### config.mk
export PLATFORM = sky130hd
export DESIGN_NAME = prm_load_seq
export DESIGN_NICKNAME = d
export VERILOG_FILES = /design/src/rtl/prm_load_seq.sv
export SDC_FILE = /design/constraint.sdc
export NUM_CORES = 1
export LEC_CHECK = 0
export ABC_AREA = 1
export BUFFER_PORTS_ARGS = -buffer_cell sky130_fd_sc_hd__buf_2
export CORE_MARGIN = 1.5
export CORE_UTILIZATION = 50
export CTS_BUF_LIST = sky130_fd_sc_hd__clkbuf_4 sky130_fd_sc_hd__clkbuf_8 sky130_fd_sc_hd__clkbuf_16
export DETAILED_ROUTE_END_ITERATION = 10
export GPL_TIMING_DRIVEN = 0
export PLACE_DENSITY = 0.9
export SYNTH_ARGS = -nofsm -noshare
export SYNTH_HDL_FRONTEND = slang
export SYNTH_SLANG_ARGS = --single-unit
### constraint.sdc
create_clock -name clk -period 2.3 [get_ports clk]
set_input_delay 0.115 -clock clk [delete_from_list [all_inputs] [get_ports clk]]
set_output_delay 0.115 -clock clk [all_outputs]
set_load 0.05 [all_outputs]
### src/rtl/prm_load_seq.sv
// Parameter-memory load sequencer: walks an AXI-stream filter-major into per-core
// weight/bias memories, emitting a registered write strobe, core select, address and data.
module prm_load_seq #(
  parameter int f_num = 16,
  parameter int AW    = 10,
  parameter int DW    = 16
) (
  input  logic                     clk,
  input  logic                     rst,
  input  logic                     start,
  input  logic                     bmode,
  input  logic [3:0]               od,
  input  logic [AW-1:0]            fs,
  input  logic                     src_valid,
  input  logic [31:0]              src_data,
  input  logic                     src_last,
  output logic                     src_ready,
  output logic                     prm_we,
  output logic [$clog2(f_num)-1:0] prm_v,
  output logic [AW-1:0]            prm_a,
  output logic [DW-1:0]            prm_d,
  output logic                     busy,
  output logic                     done,
  output logic                     err,
  output logic [1:0]               dbg_state
);

  localparam int VW = $clog2(f_num);

  typedef enum logic [1:0] {
    IDLE  = 2'd0,
    LOAD  = 2'd1,
    DRAIN = 2'd2
  } state_t;

  state_t          r_state, w_state_nxt;
  logic [3:0]      r_od, w_od_nxt;
  logic [AW-1:0]   r_fs_eff, w_fs_eff_nxt;
  logic [VW-1:0]   r_fc, w_fc_nxt;
  logic [AW-1:0]   r_ac, w_ac_nxt;
  logic            r_err, w_err_nxt;
  logic            r_done, w_done_nxt;
  logic            r_we, w_we_nxt;
  logic [VW-1:0]   r_v, w_v_nxt;
  logic [AW-1:0]   r_a, w_a_nxt;
  logic [DW-1:0]   r_d, w_d_nxt;
  logic            w_hs;
  logic            w_final;
  logic            w_unused;

  // Handshake: a beat transfers on any cycle where src_valid and src_ready are both high.
  // src_ready is a pure decode of the state register, never of src_valid.
  assign src_ready = (r_state == LOAD);
  assign w_hs      = src_valid & src_ready;
  assign w_final   = (r_fc == VW'(r_od)) && (r_ac == r_fs_eff);
  assign w_unused  = ^src_data[15:0];

  always_ff @(posedge clk) begin
    if (rst) begin
      r_state  <= IDLE;
      r_od     <= '0;
      r_fs_eff <= '0;
      r_fc     <= '0;
      r_ac     <= '0;
      r_err    <= 1'b0;
      r_done   <= 1'b0;
      r_we     <= 1'b0;
      r_v      <= '0;
      r_a      <= '0;
      r_d      <= '0;
    end else begin
      r_state  <= w_state_nxt;
      r_od     <= w_od_nxt;
      r_fs_eff <= w_fs_eff_nxt;
      r_fc     <= w_fc_nxt;
      r_ac     <= w_ac_nxt;
      r_err    <= w_err_nxt;
      r_done   <= w_done_nxt;
      r_we     <= w_we_nxt;
      r_v      <= w_v_nxt;
      r_a      <= w_a_nxt;
      r_d      <= w_d_nxt;
    end
  end

  always_comb begin
    w_state_nxt  = r_state;
    w_od_nxt     = r_od;
    w_fs_eff_nxt = r_fs_eff;
    w_fc_nxt     = r_fc;
    w_ac_nxt     = r_ac;
    w_err_nxt    = r_err;
    w_done_nxt   = 1'b0;
    w_we_nxt     = 1'b0;
    w_v_nxt      = r_v;
    w_a_nxt      = r_a;
    w_d_nxt      = r_d;
    case (r_state)
      IDLE: begin
        if (start) begin
          w_state_nxt  = LOAD;
          w_od_nxt     = od;
          w_fs_eff_nxt = bmode ? '0 : fs;
          w_fc_nxt     = '0;
          w_ac_nxt     = '0;
          w_err_nxt    = 1'b0;
        end
      end
      LOAD: begin
        if (w_hs) begin
          w_we_nxt = 1'b1;
          w_v_nxt  = r_fc;
          w_a_nxt  = r_ac;
          w_d_nxt  = src_data[31:16];
          if (r_ac == r_fs_eff) begin
            w_ac_nxt = '0;
            w_fc_nxt = r_fc + 1'b1;
          end else begin
            w_ac_nxt = r_ac + 1'b1;
          end
          // Final word without last is a late-last error; last before final truncates.
          if (w_final) begin
            w_state_nxt = DRAIN;
            if (!src_last) w_err_nxt = 1'b1;
          end else if (src_last) begin
            w_state_nxt = DRAIN;
            w_err_nxt   = 1'b1;
          end
        end
      end
      DRAIN: begin
        w_state_nxt = IDLE;
        w_done_nxt  = 1'b1;
      end
      default: w_state_nxt = IDLE;
    endcase
  end

  assign prm_we    = r_we;
  assign prm_v     = r_v;
  assign prm_a     = r_a;
  assign prm_d     = r_d;
  assign busy      = (r_state != IDLE);
  assign done      = r_done;
  assign err       = r_err;
  assign dbg_state = r_state;

endmodule

==> summary.md, run 1 <==
| Metric | Value |
|---|---|
| Post-synth EDFFs | 0 |
| Worst path depth | 4 |
| Share of the synthesized area in the top cell type | a little under half |
| Core area | 0.00511 mm² |
| CTS Buf Count | 9 |
| Pwr dens | 830 mW/mm² |
| CP Launch Type | flip-flop |
| DRC violations left | 0 |
| Fmax | 609 MHz |
| Layout Skew | 0.00674 ns |
| Top delay family on crit path | buffers and inverters |
| Number of iterations in the first detailed-routing pass | 4 |
| WP data required | 2.18 ns |
| CTS sink cnt | 63 |
| Avg Inst Size Synth | roughly 7.5 µm² |
| Commonest cells after routing, fill and taps aside | 72 x buf_2, 66 x nor2_1, 63 x dfxtp_1 |
| Hold Crit Start | fs[7] |
| CP Capture Type | output port |
| Pre-CTS setup slack | ~0.74 ns |
| Via density | 5.11 |
| Pins over their slew limit | 0 |
| WHS Path Cells | 3 |
| # port buffers | 72 |
| Worst-path fanout max | 8 |
| Hold_ws | -0.000671 ns |
| HP Class | in2reg |
| Simple-gate share of the synthesized area | 27.8% |
| Post-DRT Antenna Nets | 0 |
| Hold Path End | r_fs_eff[7] |
| Global-route wire length before repair | 11,000 µm |
| Peak VDD IR | between 0.6 and 0.7 mV |
| Hpwl dp | 4580 µm |
| Unique masters post-synth | 27 |
| Actual slew at the worst max-slew pin | roughly 0.63 ns |
| Top Metal Used | met4 |
| CP peak stage delay | 0.35 ns |
| Post-CTS Resized | 0 |
| Complex-gate fraction of the synthesized area | 13.3% |
| Vias | 2,678 |
| Wire length on met1 | 2810 µm |
| Reg clk slew, reported paths | 0.07 ns |
| Fin nets | 504 |
| Syn Inst Count | 351 |
| Reg2reg start | r_ac[7] |
| Static leakage | 1.61 nW |
| Ports | a little under 90 |
| Ant diodes | 0 |
| Hold-fix buffers, CTS | 16 |
| Status | finished with violations |
| H-tree depth | 3 |
| Sequential element share of the synthesized area | 47.8% |
| Post-route clock period utilization | around 71% |
| Rel. slew slack | slightly below 60% |
| Final hold violation count | 1 |
| Failing checks | hold timing |
| Max Cap Viol | 0 |
| 1st-iter DRT viols | 57 |
| Worst Path Arrival | 1.53 ns |
| Final WL | just under 7000 µm |
| Commonest non-fill, non-tap cell in the layout | buf_2 |
| Fin Setup TNS | 0 ns |
| RSZ-0062 raised after global routing | false |
| Met2 wire length | 3610 µm |
| Clk_lat worst skew | 0.35 ns |
| Mux cell area share after synthesis | 0% |
| CTS max path bufs | 2 |
| FF-to-FF End | r_fc[2] |
| #FFs+latches synth | 63 |
| Cell Rows | 26 |
| Largest area contributor in the netlist | dfxtp_1 |
| Flop-to-flop setup slack | about 0.7 ns |
| Root buffer cell | clkbuf_8 |
| Layout area overhead | 31.8% |
| CTS tree | done |
| Initial core utilization | between 50% and 60% |
| Setup-failing EPs final | 0 |
| WL met3 | ~370 µm |
| Die area | roughly 0.0057 mm² |
| R2R depth | 9 |
| Largest net degree at the start of global routing | 11 |
| Gpl congestion | between 0.8 and 0.9 |
| Syn_nets | 405 |
| Post-CTS Setup Bufs | 0 |
| Synth Area in Adders | 0.948% |
| XOR/XNOR share of the synthesized area | 3.32% |
| Predominant post-synthesis flop cell | dfxtp_1 |
| Initial antenna violation count | 0 |
| WL/cell | 13.2 µm |
| Proportion of layout cells with a drive suffix above 1 | 23.6% |
| Grt ovf | 0 |
| Setup ws final | between 0.6 and 0.7 ns |
| Synth Cell Area | between 0.002 and 0.003 mm² |
| Buf/Inv on CP | 3 |
| Largest family of logic cells by synthesized area | simple AND/OR/NAND/NOR gates |
| Die W | 75.6 µm |
| Largest cells by area after synthesis | dfxtp_1 48%, nor2_1 9.4%, o21ai_0 8.2% |
| CP Class | reg2out |
| Gr usage total | 25.9% |
| Critical-path cell list | inv_1 -> nand2_4 -> clkinv_1 -> buf_2 |
| Critical path's slowest cell | dfxtp_1 |
| Vias in the first global route | 2,560 |
| Die H | ~76 µm |
| Async set or reset register ratio after synthesis | 0% |
| Synth Warn # | 0 |
| Final min period | 1.64 ns |
per-layer routing:
layer | vias up | GRT usage [%]
met5 | - | 0
met4 | 0 | 7.34
met3 | 11 | 10.1
met2 | 75 | 48.5
met1 | 1252 | 26.5
li1 | 1340 | -
per-stage QoR:
stage	power, mW	utilization [%]	instances	hold WS, ns	cell area [µm²]
6_report	2.89	68.1	524	-0.000671	3480
5_1_grt	2.99	68.1	524	0.0139	3480
4_1_cts	2.88	68.1	524	0.00180	3480
3_5_place_dp	1.76	60.4	493	0.342	3090
3_3_place_gp	1.75	60.4	493	0.336	3090
2_1_floorplan	1.62	-	351	0.205	2640
Yosys cell counts (all sizes together), types with 2 or more instances:
cell,n
nand4,7
nand2,57
buf,3
clkbuf,11
ha,2
inv,30
nor2,71
nor3,5
dfxtp,63
xor2,4
a21oi,21
nand3,22
xnor2,6
o21ai,45
tightest hold or removal path: cells and delay by family:
| kind | cells | cell delay, ns |
|---|---|---|
| AO/OA/AOI/OAI | 1 | 0.06 |
| buffers and inverters | 1 | 0.08 |
| AND/OR/NAND/NOR | 1 | 0.06 |
final cells by class:
cell class / instances / area, µm²
inverter: 31 / 116
multi-input combinational: 243 / 1200
sequential: 63 / 1260
fill: 426 / 1630
clock inverter: 3 / 65.1
timing repair buffer: 88 / 520
tap: 70 / 87.6
clock buffer: 12 / 165
buffer: 14 / 63.8
sequential cells by signal (all words and copies together), names as in the netlist:
name	count
r_od	4
prm_we	1
prm_v	4
prm_a	10
err	1
done	1
dbg_state	2
r_fs_eff	10
r_ac	10
prm_d	16
r_fc	4
power breakdown:
group | internal [mW] | leakage (nW) | total [mW] | switching, mW
registers | 1.16 | 0.514 | 1.20 | 0.0395
logic | 0.163 | 0.978 | 0.573 | 0.410
clock network | 0.691 | 0.118 | 1.12 | 0.425
total | 2.01 | 1.61 | 2.89 | 0.875
how the worst max path moves through the flow:
stage	startpoint	endpoint	slack, ns
finish	dbg_state[1]	src_ready	0.66
global route	dbg_state[0]	r_ac[9]	0.53
CTS	dbg_state[1]	src_ready	0.71
detailed placement	r_ac[7]	r_fc[2]	0.74
global placement	r_ac[7]	r_fc[1]	0.78
floorplan	dbg_state[1]	r_fc[2]	0.29
cell families after synthesis:
kind of cell / Yosys count
AOI/OAI and AO/OA: 69
DFF: 63
and+or+nand+nor: 162
adders and majority gates: 2
xor gates and xnor gates: 10
buffers and inverters: 45
(Power assumes the default switching activity.)
==> run 2, diff against run 1 <==
CORE_UTILIZATION = 45   (was 50)
PLACE_DENSITY = 0.86   (was 0.9)
clock period = 1.3 ns   (was 2.3 ns; I/O delays follow)
==> summary.md, run 2 (synthesis gave the netlist of run 1 again) <==
| Metric | Value |
|---|---|
| Status | finished with violations |
| Failing checks | setup timing |
| Hold Crit Start | src_last |
| Largest register FFs | 16 |
| Post-route clock period utilization | 118% |
| Top delay family on crit path | simple AND/OR/NAND/NOR gates |
| Largest net degree at the start of global routing | 11 |
| WL/cell | about 16 µm |
| CP Class | reg2reg |
| Filler cell count | 368 |
| Ant diodes | 0 |
| HP Class | in2reg |
| Commonest cells after routing, fill and taps aside | 70 x buf_2, 63 x nor2_1, 47 x dfxtp_1 |
| CP Launch Type | flip-flop |
| CP Capture Type | flip-flop |
| Static leakage | around 1.9 nW |
| Most frequent cell on the critical path | nand2_1 |
| WHS Path Cells | 5 |
| Global-route wire length before repair | 12,500 µm |
| Buf/Inv on CP | 1 |
| # port buffers | 72 |
| Worst Path Arrival | 1.74 ns |
| Final WL | 9120 µm |
| Via density | 5.33 |
| Fin Setup TNS | -3.25 ns |
| Layout area overhead | 55.5% |
| Setup-failing EPs final | 20 |
| Initial core utilization | 47.3% |
| Vias | between 3,000 and 4,000 |
| CP peak stage delay | 0.37 ns |
| Layout Skew | 0.0133 ns |
| WP data required | 1.50 ns |
| Post-DRT Antenna Nets | 0 |
| Die H | 79.6 µm |
| Initial antenna violation count | 0 |
| Fmax | 649 MHz |
| Max Cap Viol | 0 |
| Gpl congestion | 0.881 |
| Pins over their slew limit | 0 |
| Die W | approximately 80 µm |
| Hpwl dp | 4660 µm |
| Reg2reg start | r_fs_eff[1] |
| DRC violations left | 0 |
| Vias in the first global route | roughly 2,800 |
| Critical-path cell list | inv_1 -> nand2_1 -> nand2_1 -> nor2_1 -> nand2_1 -> nor2_4 -> nand2_4 -> nand2_4 -> nand2_8 -> nand2_2 -> a21oi_1 |
| R2R depth | 11 |
| Fin nets | 546 |
| Root buffer cell | clkbuf_8 |
| Reg clk slew, reported paths | 0.08 ns |
| Critical path's slowest cell | dfxtp_1 |
| Hold Path End | dbg_state[1] |
| CTS sink cnt | 63 |
| Gr usage total | 25.5% |
| Final hold violation count | 0 |
| Grt ovf | 0 |
| Cell Rows | 27 |
| RSZ-0062 raised after global routing | true |
| CTS Buf Count | 9 |
| Final min period | 1.54 ns |
| Actual slew at the worst max-slew pin | 0.651 ns |
| Commonest non-fill, non-tap cell in the layout | buf_2 |
| CTS max path bufs | 2 |
| Number of iterations in the first detailed-routing pass | 5 |
| Rel. slew slack | 56.4% |
| CTS tree | done |
| Proportion of layout cells with a drive suffix above 1 | 38.2% |
| Ports | around 90 |
| 1st-iter DRT viols | 201 |
| Pwr dens | 1300 mW/mm² |
| Flop-to-flop setup slack | -0.24 ns |
| Clk_lat worst skew | 0.35 ns |
| FF-to-FF End | r_fc[0] |
| Finished Core Util | 73.6% |
| Worst-path fanout max | 6 |
| Peak VDD IR | ~0.96 mV |
| H-tree depth | 3 |
| Die area | 0.00633 mm² |
| Setup ws final | -0.240 ns |
| Core area | 0.00557 mm² |
[run 2: cell count changes in the layout (fill, tap and decap cells not counted), moves of 7 or more]
cell           delta
nand2_1           -8
dfxtp_2          +11
dlygate4sd3_1    +15
inv_1             -7
buf_4            +24
dfxtp_1          -16
[run 2: power breakdown]
group | internal [mW] | switching (mW)
logic | 0.488 | 0.884
clock network | 1.05 | 0.772
registers | 2.05 | 0.0829
[run 2: repair_timing]
action                                 4_1_cts  5_1_grt
hold buffers                                31        0
pin swaps                                   16       20
endpoints found under the hold margin       31        0
buffers inserted                            14       13
setup endpoints to repair                   29       53
gates resized for setup                     32       64
gates cloned                                 0        0
[run 2: worst min-delay path: cells and delay by family]
family | cells | cell delay (ns)
buffers and inverters | 1 | 0.10
and+or+nand+nor | 4 | 0.28
[run 2: layout make-up]
type | instances | area, µm² | area share (%)
plain buffers | 14 | 78.8 | 1.92
clock buffers | 9 | 124 | 3.02
clock inverters | 5 | 75.1 | 1.83
inverters | 31 | 139 | 3.39
multi-input cells | 243 | 1380 | 33.7
flip-flops and latches | 63 | 1290 | 31.5
well taps | 72 | 90.1 | 2.20
repair buffers | 130 | 918 | 22.4
[run 2: per-layer routing]
| layer | part of all wire [%] | wire (µm) | GRT usage [%] |
|---|---|---|---|
| met1 | 37 | 3350 | 26.8 |
| met2 | 53 | 4850 | 48.1 |
| met3 | 5.8 | 526 | 7.66 |
| met4 | 4.3 | 390 | 7.72 |
| met5 | 0 | 0 | 0 |
[run 2: how the worst max path moves through the flow]
stage                 start  endpoint  slack, ns  depth (start not counted)
2_1_floorplan  dbg_state[0]   r_ac[9]      -0.07                          9
5_1_grt         r_fs_eff[1]   r_fc[0]      -0.31                         11
3_5_place_dp        r_ac[7]   r_ac[2]      -0.28                          9
4_1_cts             r_ac[0]   r_ac[2]      -0.08                         11
6_report        r_fs_eff[1]   r_fc[0]      -0.24                         11
3_3_place_gp        r_ac[7]   r_fc[2]      -0.23                          9
[run 2: metrics by stage]
stage / cells / hold WS [ns] / power [mW] / area, µm² / worst slack (ns)
2_1_floorplan: 351 / 0.155 / 2.88 / 2670 / -0.0685
3_3_place_gp: 495 / 0.287 / 3.11 / 3120 / -0.227
6_report: 567 / 0.134 / 5.32 / 4100 / -0.240
4_1_cts: 554 / 0.0790 / 5.06 / 3810 / -0.0766
3_5_place_dp: 495 / 0.293 / 3.13 / 3120 / -0.279
5_1_grt: 567 / 0.144 / 5.50 / 4100 / -0.314
